**src/rtl/uart_wb_bridge.sv**
```systemverilog
// uart_wb_bridge
//   Wishbone slave front-end for a small UART register file. Every Wishbone
//   input is registered into a capture stage. A six-state FSM then issues one
//   single-cycle register strobe and terminates the bus cycle. It terminates
//   with ack after WAIT_STATES optional wait cycles, or with err when the byte
//   select is unsupported.
//
// Ports
//   clk, wb_rst_n_i              clock, asynchronous active-low reset
//   wb_cyc_i/stb_i/we_i          Wishbone cycle, strobe, write enable
//   wb_adr_i [AW]                register address
//   wb_sel_i [DW/8]              byte-lane select
//   wb_dat_i [DW] / wb_dat_o [DW] write data in / registered read data out
//   wb_ack_o, wb_err_o           single-cycle normal / error termination
//   reg_adr_o [AW]               register-file address
//   reg_we_o, reg_re_o           single-cycle register write / read strobes
//   reg_wide_o                   current access is a full 32-bit word
//   reg_dat8_o, reg_dat32_o      write data to the register file
//   reg_dat8_i, reg_dat32_i      combinational read data for reg_adr_o
module uart_wb_bridge #(
    parameter int DW          = 32,
    parameter int AW          = 5,
    parameter int WAIT_STATES = 0
) (
    input  logic            clk,
    input  logic            wb_rst_n_i,
    input  logic            wb_cyc_i,
    input  logic            wb_stb_i,
    input  logic            wb_we_i,
    input  logic [AW-1:0]   wb_adr_i,
    input  logic [DW/8-1:0] wb_sel_i,
    input  logic [DW-1:0]   wb_dat_i,
    output logic [DW-1:0]   wb_dat_o,
    output logic            wb_ack_o,
    output logic            wb_err_o,
    output logic [AW-1:0]   reg_adr_o,
    output logic            reg_we_o,
    output logic            reg_re_o,
    output logic            reg_wide_o,
    output logic [7:0]      reg_dat8_o,
    output logic [31:0]     reg_dat32_o,
    input  logic [7:0]      reg_dat8_i,
    input  logic [31:0]     reg_dat32_i
);

    localparam logic [3:0] WAIT_LOAD = (WAIT_STATES > 0) ? 4'(WAIT_STATES - 1) : 4'd0;

    typedef enum logic [2:0] {
        IDLE,
        ACCESS,
        WAIT,
        ACK,
        ERR,
        RECOVER
    } state_t;

    state_t state, next_state;

    // capture stage
    logic            cyc_s, stb_s, we_s;
    logic [AW-1:0]   adr_s;
    logic [DW/8-1:0] sel_s;
    logic [DW-1:0]   dat_s;

    logic [3:0]  wait_cnt;
    logic [1:0]  lane_q;
    logic        rd_q;

    logic [3:0]  sel4;
    logic        sel_valid;
    logic        wide_s;
    logic [1:0]  lane_s;
    logic [31:0] dat32_s;
    logic [31:0] rd_word;
    logic        enter_access;

    always_ff @(posedge clk or negedge wb_rst_n_i) begin
        if (!wb_rst_n_i) begin
            cyc_s <= 1'b0;
            stb_s <= 1'b0;
            we_s  <= 1'b0;
            adr_s <= '0;
            sel_s <= '0;
            dat_s <= '0;
        end else begin
            cyc_s <= wb_cyc_i;
            stb_s <= wb_stb_i;
            we_s  <= wb_we_i;
            adr_s <= wb_adr_i;
            sel_s <= wb_sel_i;
            dat_s <= wb_dat_i;
        end
    end

    // An 8-bit bus always addresses lane 0. Widening sel to four lanes lets
    // both bus widths share one decoder.
    always_comb begin
        sel4    = (DW == 32) ? 4'(sel_s) : 4'b0001;
        dat32_s = 32'(dat_s);
        wide_s  = (DW == 32) && (sel4 == 4'b1111);
        sel_valid = 1'b0;
        lane_s    = 2'd0;
        case (sel4)
            4'b0001: begin sel_valid = 1'b1; lane_s = 2'd0; end
            4'b0010: begin sel_valid = 1'b1; lane_s = 2'd1; end
            4'b0100: begin sel_valid = 1'b1; lane_s = 2'd2; end
            4'b1000: begin sel_valid = 1'b1; lane_s = 2'd3; end
            4'b1111: begin sel_valid = 1'b1; lane_s = 2'd0; end
            default: begin sel_valid = 1'b0; lane_s = 2'd0; end
        endcase
    end

    always_comb begin
        next_state   = state;
        enter_access = 1'b0;
        case (state)
            IDLE: begin
                if (cyc_s && stb_s) begin
                    if (sel_valid) begin
                        next_state   = ACCESS;
                        enter_access = 1'b1;
                    end else begin
                        next_state = ERR;
                    end
                end
            end
            ACCESS: begin
                if (!cyc_s)               next_state = RECOVER;
                else if (WAIT_STATES > 0) next_state = WAIT;
                else                      next_state = ACK;
            end
            WAIT: begin
                if (!cyc_s)              next_state = RECOVER;
                else if (wait_cnt == '0) next_state = ACK;
            end
            ACK:     next_state = RECOVER;
            ERR:     next_state = RECOVER;
            RECOVER: next_state = IDLE;
            default: next_state = IDLE;
        endcase
    end

    always_ff @(posedge clk or negedge wb_rst_n_i) begin
        if (!wb_rst_n_i) begin
            state <= IDLE;
        end else begin
            state <= next_state;
        end
    end

    // Byte reads are returned in the lane they were requested on.
    always_comb begin
        rd_word = reg_wide_o ? reg_dat32_i : ({24'd0, reg_dat8_i} << {lane_q, 3'b000});
    end

    always_ff @(posedge clk or negedge wb_rst_n_i) begin
        if (!wb_rst_n_i) begin
            wait_cnt    <= '0;
            wb_ack_o    <= 1'b0;
            wb_err_o    <= 1'b0;
            wb_dat_o    <= '0;
            reg_adr_o   <= '0;
            reg_we_o    <= 1'b0;
            reg_re_o    <= 1'b0;
            reg_wide_o  <= 1'b0;
            reg_dat8_o  <= '0;
            reg_dat32_o <= '0;
            lane_q      <= '0;
            rd_q        <= 1'b0;
        end else begin
            // Terminations are registered copies of the next state, so they
            // coincide exactly with the ACK / ERR state cycles.
            wb_ack_o <= (next_state == ACK);
            wb_err_o <= (next_state == ERR);
            reg_we_o <= enter_access && we_s;
            reg_re_o <= enter_access && !we_s;

            if (state == ACCESS) begin
                wait_cnt <= WAIT_LOAD;
            end else if (state == WAIT && wait_cnt != '0) begin
                wait_cnt <= wait_cnt - 4'd1;
            end

            if (enter_access) begin
                reg_adr_o   <= adr_s;
                reg_wide_o  <= wide_s;
                reg_dat8_o  <= dat32_s[{lane_s, 3'b000} +: 8];
                reg_dat32_o <= dat32_s;
                lane_q      <= lane_s;
                rd_q        <= !we_s;
            end

            // Read data is sampled at the end of ACCESS even if the cycle is
            // being aborted; the read strobe has already been issued.
            if (state == ACCESS && rd_q) begin
                wb_dat_o <= rd_word[DW-1:0];
            end
        end
    end

endmodule

```
**config.mk**
```make
export PLATFORM = sky130hd
export DESIGN_NAME = uart_wb_bridge
export DESIGN_NICKNAME = d
export VERILOG_FILES = /design/src/rtl/uart_wb_bridge.sv
export SDC_FILE = /design/constraint.sdc
export NUM_CORES = 1
export LEC_CHECK = 0
export CAP_MARGIN = 10
export CELL_PAD_IN_SITES_DETAIL_PLACEMENT = 2
export CELL_PAD_IN_SITES_GLOBAL_PLACEMENT = 2
export CORE_MARGIN = 2
export CORE_UTILIZATION = 31
export CTS_BUF_LIST = sky130_fd_sc_hd__clkbuf_8
export CTS_CLUSTER_DIAMETER = 120
export DETAILED_ROUTE_END_ITERATION = 10
export GPL_TIMING_DRIVEN = 1
export PLACE_DENSITY = 0.86
export SKIP_LAST_GASP = 1
export SLEW_MARGIN = 20
export SYNTH_ARGS = -nofsm -noshare
export SYNTH_HDL_FRONTEND = slang
export SYNTH_SLANG_ARGS = --single-unit
```
**constraint.sdc**
```tcl
create_clock -name clk -period 2.3 [get_ports clk]
set_clock_uncertainty 0.1 [all_clocks]
set_input_delay 0.23 -clock clk [delete_from_list [all_inputs] [get_ports clk]]
set_output_delay 0.23 -clock clk [all_outputs]
set_load 0.05 [all_outputs]
```
# == After elaboration in Yosys (flattened, before gate mapping) ==
# Cells that the tools add are included.
# totals
wordCells,59
inputBits,86
ff_bits,136
output_inout_bits,82
# op_classes
n_reduce_logical,12
mux,14
eq_ne,11
n_shift,2
n_addsub,1
# op_table
op,n
$mux W32,1
$shiftx A32 B6 Y8,1
$shl A8 B5 Y32,1
$mux W3,5
$pmux W3 S4,1
$eq A3 B2 Y1 const B,3
$eq A4 B4 Y1 const B,2
$mux W4,2
$eq A3 B3 Y1 const B,2
$pmux W2 S3,1
$logic_and A1 B1 Y1,5
$reduce_or A5 Y1,1
$eq A4 B1 Y1 const B,1
$eq A4 B2 Y1 const B,1
$eq A4 B3 Y1 const B,1
$logic_not A4 Y1,1
$mux W1,4
$reduce_bool A4 Y1,1
$sub A4 B1 Y4 const B,1
$eq A3 B1 Y1 const B,1
$logic_not A3 Y1,1
$reduce_bool A2 Y1,1
$reduce_or A2 Y1,1
$logic_not A1 Y1,1

# == Depth between registers and ports, before layout ==
# logic_depth
ltp_word,7
depth_mapped,7
depth_no_buf,6

# == Worst setup path after synthesis ==
# OpenSTA, ideal clock, no wires.
# synth_timing
path_type,register to register
start,"reg sel_s[2], in the netlist sel4[2]"
end,reg reg_adr_o[4]
arrival_time_ns,1.727
required_ns,2.075
path_stages_with_launch,8
path_buffers,3
period_less_slack_ns,1.952
setup_time_ns,0.125
path_slack_ns,0.348
path_cell_list,dfrtp_1 > buf_2 > nor2b_1 > buf_2 > o311ai_2 > a21o_4 > buf_6 > mux2_4
# synth_via
elab_chain_len,6
word_cells_on_any_way,10
classes_between,eq/ne: 5; mux: 4; reduce/logical: 1
# synth_rtl
item,line_no,text
start: declaration,62,logic [DW/8-1:0] sel_s;
start signal: assignment,90,sel_s <= wb_sel_i;
$eq A4 B4 Y1 (tied with other cells),103,case (sel4)
$reduce_or A5 Y1 (no line) *,-,
$mux W1 *,103,
$mux W1 *,119,if (sel_valid) begin
$mux W1 *,118,if (cyc_s && stb_s) begin
$mux W1 *,116,case (state)
end signal: assignment,185,reg_adr_o <= adr_s;
end: declaration,36,"output logic [AW-1:0] reg_adr_o,"
# Mark *: on every way between the ends. The rest lies on a longest branch, timed or not.
# A chain may end at the register's enable or synchronous reset.

# == Final worst setup path ==
# layout_timing
start,"reg sel_s[2], in the netlist sel4[2]"
end,reg reg_dat32_o[31]
# layout_via
elab_chain_len,6
word_cells_on_any_way,10
classes_between,eq/ne: 5; mux: 4; reduce/logical: 1
# layout_rtl
item,line_no,text
$eq A4 B4 Y1 (tied with other cells),103,
$reduce_or A5 Y1 (no line) *,-,
$mux W1 *,103,
$mux W1 *,119,
$mux W1 *,118,
$mux W1 *,116,
end signal: assignment,188,reg_dat32_o <= dat32_s;
end: declaration,41,"output logic [31:0] reg_dat32_o,"
# Marked as above.

==> summary.md <==
| Metric | Value |
|---|---|
| Complex-gate fraction of the synthesized area | 13.1% |
| Setup ws final | 0.113 ns |
| Slew at the pin with the worst max-slew slack | 0.874 ns |
| Clock Tree Root | clkbuf_8 |
| Placed instance count | 789 |
| Cell area after layout | 7890 sq um |
| Flop2flop setup slack | 0.11 ns |
| Peak supply drop | 764 uV |
| Worst path slowest cell | dfrtp_1 |
| Nets | 674 |
| Post-synthesis async set-or-reset flop share | 100% |
| Initial antenna violation count | 0 |
| Number of global-route vias before repair | 4781 |
| Leakage power | 3.42 nW |
| Iteration-0 DRC count of the detailed router | 142 |
| Die area | 18600 sq um |
| Crit-path max cell delay | 0.49 ns |
| Synth cell types | 45 |
| Largest family of logic cells by synthesized area | compound AO/OA/AOI/OAI gates |
| Syn. warnings | 0 |
| Worst Path Max Fanout | 21 |
| DP HPWL | 12.7 mm |
| Syn Inst Count | 408 |
| Initial DRT Pass Iterations | 5 |
| CP arrival | 2.42 ns |
| Mux contribution to synthesized area | 12.0% |
| Clock Latency Late Sink | 0.45 ns |
| Worst endpoint required time | 2.54 ns |
| Area delta synth->final | 45.1% |
| Share of cells above drive strength 1 | 16.2% |
| Vias per cell | 5.04 |
| GPL Wtd Cong | 0.782 |
| Max Freq | 457 MHz |
| CTS tree | built |
| Synthesized area per cell | 13.3 sq um |
| Final hold vios | 0 |
| Starting Density | 31.5% |
| First-pass GRT wire length | 27.4 mm |
| Vias | 4150 |
| Final setup violation count | 0 |
| Clock sink total | 136 |
| I/O Buffers | 167 |
| HP Class | in2reg |
| Final Instance Count excl. Fillers | 824 |
| Total global routing overflow | 0 |
| Status | finished clean |
| Clock-pin slew on the worst setup and hold paths | 0.09 ns |
| Setup TNS | 0 ns |
| Mapped Nets | 496 |
| Post-synth EDFFs | 0 |
| Worst Hold Endpoint | adr_s[2] |
| ANT cells | 0 |
| Die width | 136 um |
| Die Height | 136 um |
| Predominant post-synthesis flop cell | dfrtp_1 |
| Sequential share of the synthesized area | 62.6% |
| Worst flop-to-flop path startpoint | sel4[2] |
| CP Cell Sequence | nor2b_1, o311ai_2, a21o_4, mux2_2 |
| Clk buf depth | 2 |
| Area share of and/or/nand/nor cells after synthesis | 7.23% |
| Worst Hold Launch | wb_adr_i[2] |
| Period utilisation layout | 95.1% |
| Utilization after layout | 45.8% |
| Num CTS Buffers | 17 |
| WS Path Type | reg2reg |
| Fillers | 1661 |
| DRC Markers | 0 |
| Reg2reg end | reg_dat32_o[31] |
| Post-DP Area | 7390 sq um |
| Max-cap check violation count | 0 |
| Multi-input gate area in the final layout | 1840 sq um |
| Routed wire length per instance | 21.9 um |
| Rows | 48 |
| Largest net degree at the start of global routing | 65 |
| Pre-CTS worst setup slack | -0.000500 ns |
| Hold path cells | 1 |
| GRT Resource Usage Total | 19.8% |
| Post-synthesis xor/xnor area fraction | 0.645% |
| #FFs+latches synth | 136 |
| RSZ-0062 raised after global routing | false |
| PwrDens | 1420 nW/um^2 |
| R2r worst-path depth | 4 |
| Crit end category | register |
| # IOs | 168 |
| Relative slew slack | 41.5% |
| Cell Area, Synth | 5440 sq um |
| Register Area | 3400 sq um |
| Final slew viol count | 0 |
| Minimum clock period | 2.19 ns |
| Core area | 17200 sq um |
| Post-route ant nets | 0 |
| Worst setup SP type | register |
| Final wirelength | 18.1 mm |
| Adder-Cell Fraction of Synth Area | 0.645% |
| H-tree depth | 4 |
==> cell usage in the layout, fill, tap and decap left out, types with 8 or more instances in the layout <==
master and n:
a21oi_1 37, a222oi_1 8, a22o_1 8, a22oi_1 32
buf_4 13, clkbuf_8 19, clkdlybuf4s50_1 165, dfrtp_1 136
inv_1 16, mux2_4 36, mux2i_1 9, nor2_1 39
==> worst max-delay path by stage <==
stage | startpoint | endpoint | slack, ns | cells past startpoint
3_3_place_gp | sel4[2] | reg_dat32_o[31] | 0.08 | 4
6_report | sel4[2] | reg_dat32_o[31] | 0.11 | 4
3_5_place_dp | sel4[2] | reg_dat32_o[31] | -0.0005 | 4
4_1_cts | sel4[2] | reg_dat32_o[31] | -0.005 | 4
5_1_grt | sel4[2] | reg_dat32_o[31] | 0.03 | 4
2_1_floorplan | sel4[2] | reg_adr_o[4] | 0.35 | 7
==> sequential cells by signal, indices dropped and copies added (netlist names), 2 cells and up <==
signal,count
lane_q,2
reg_dat32_o,32
sel4,4
state,3
reg_dat8_o,8
wb_dat_o,32
adr_s,5
reg_adr_o,5
dat32_s,32
wait_cnt,4
==> cell type report <==
class | instances | area share, %
clock buffer | 19 | 3.32
timing repair buffer | 184 | 23.5
inverter | 15 | 0.714
clock inverter | 13 | 2.44
tap | 225 | 3.57
multi-input combinational | 232 | 23.4
sequential | 136 | 43.1
==> layer usage <==
metal / part of all wire, % / track usage (%) / routed length (um)
met4: 1.1 / 5.27 / 207
met1: 42 / 23.6 / 7670
met3: 6.4 / 5.78 / 1150
met2: 50 / 34.9 / 9060
met5: 0 / 0 / 0
==> synthesized netlist by cell type (4+ instances only) <==
master	count	share of area, %
mux2_4	36	9.9
nand4_1	5	0.58
a21oi_1	37	3.4
buf_2	12	1.1
buf_6	5	1.0
a22o_1	8	1.3
clkbuf_1	8	0.55
a22oi_1	32	4.4
nor3_1	5	0.46
nor2_1	39	2.7
a222oi_1	8	1.5
dfrtp_1	136	63
inv_1	15	1.0
mux2i_1	9	1.7
nand2_1	4	0.28
==> metrics by stage <==
stage	total power [mW]	hold WS, ns
3_3_place_gp	8.72	0.107
5_1_grt	11.7	0.0810
3_5_place_dp	8.95	0.125
4_1_cts	11.3	0.0733
6_report	11.2	0.107
2_1_floorplan	6.93	-0.166
==> power by group <==
| part | switching, mW | total [mW] | internal [mW] |
|---|---|---|---|
| Combinational | 3.29 | 5.22 | 1.93 |
| Sequential | 0.601 | 3.71 | 3.11 |
| Clock | 1.01 | 2.27 | 1.25 |
==> logic make-up (layout without fill, tap and decap cells) <==
group	count (synthesis)	after routing
flip-flops	136	136
AO/OA/AOI/OAI	101	102
AND/OR/NAND/NOR	76	76
multiplexers	47	47
buffers and inverters	41	231
XOR/XNOR	4	4
adder cells (fa/ha/maj)	3	3
==> worst max-delay path: cells and delay by family, from the launching register on <==
| family | cells | cell delay (ns) |
|---|---|---|
| AO/OA/AOI/OAI | 2 | 0.89 |
| flip-flops | 1 | 0.49 |
| multiplexers | 1 | 0.38 |
| AND/OR/NAND/NOR | 1 | 0.21 |
==> what timing repair did <==
action / CTS / global route
hold buffers: 1 / 0
hold endpoints to repair: 49 / 0
endpoints found under the setup margin: 1 / 38
gates cloned: 0 / 1
gates resized for setup: 0 / 1
buffers inserted: 0 / 1
pin swaps: 0 / 1
Note: power is estimated with default switching activity, not from simulation.
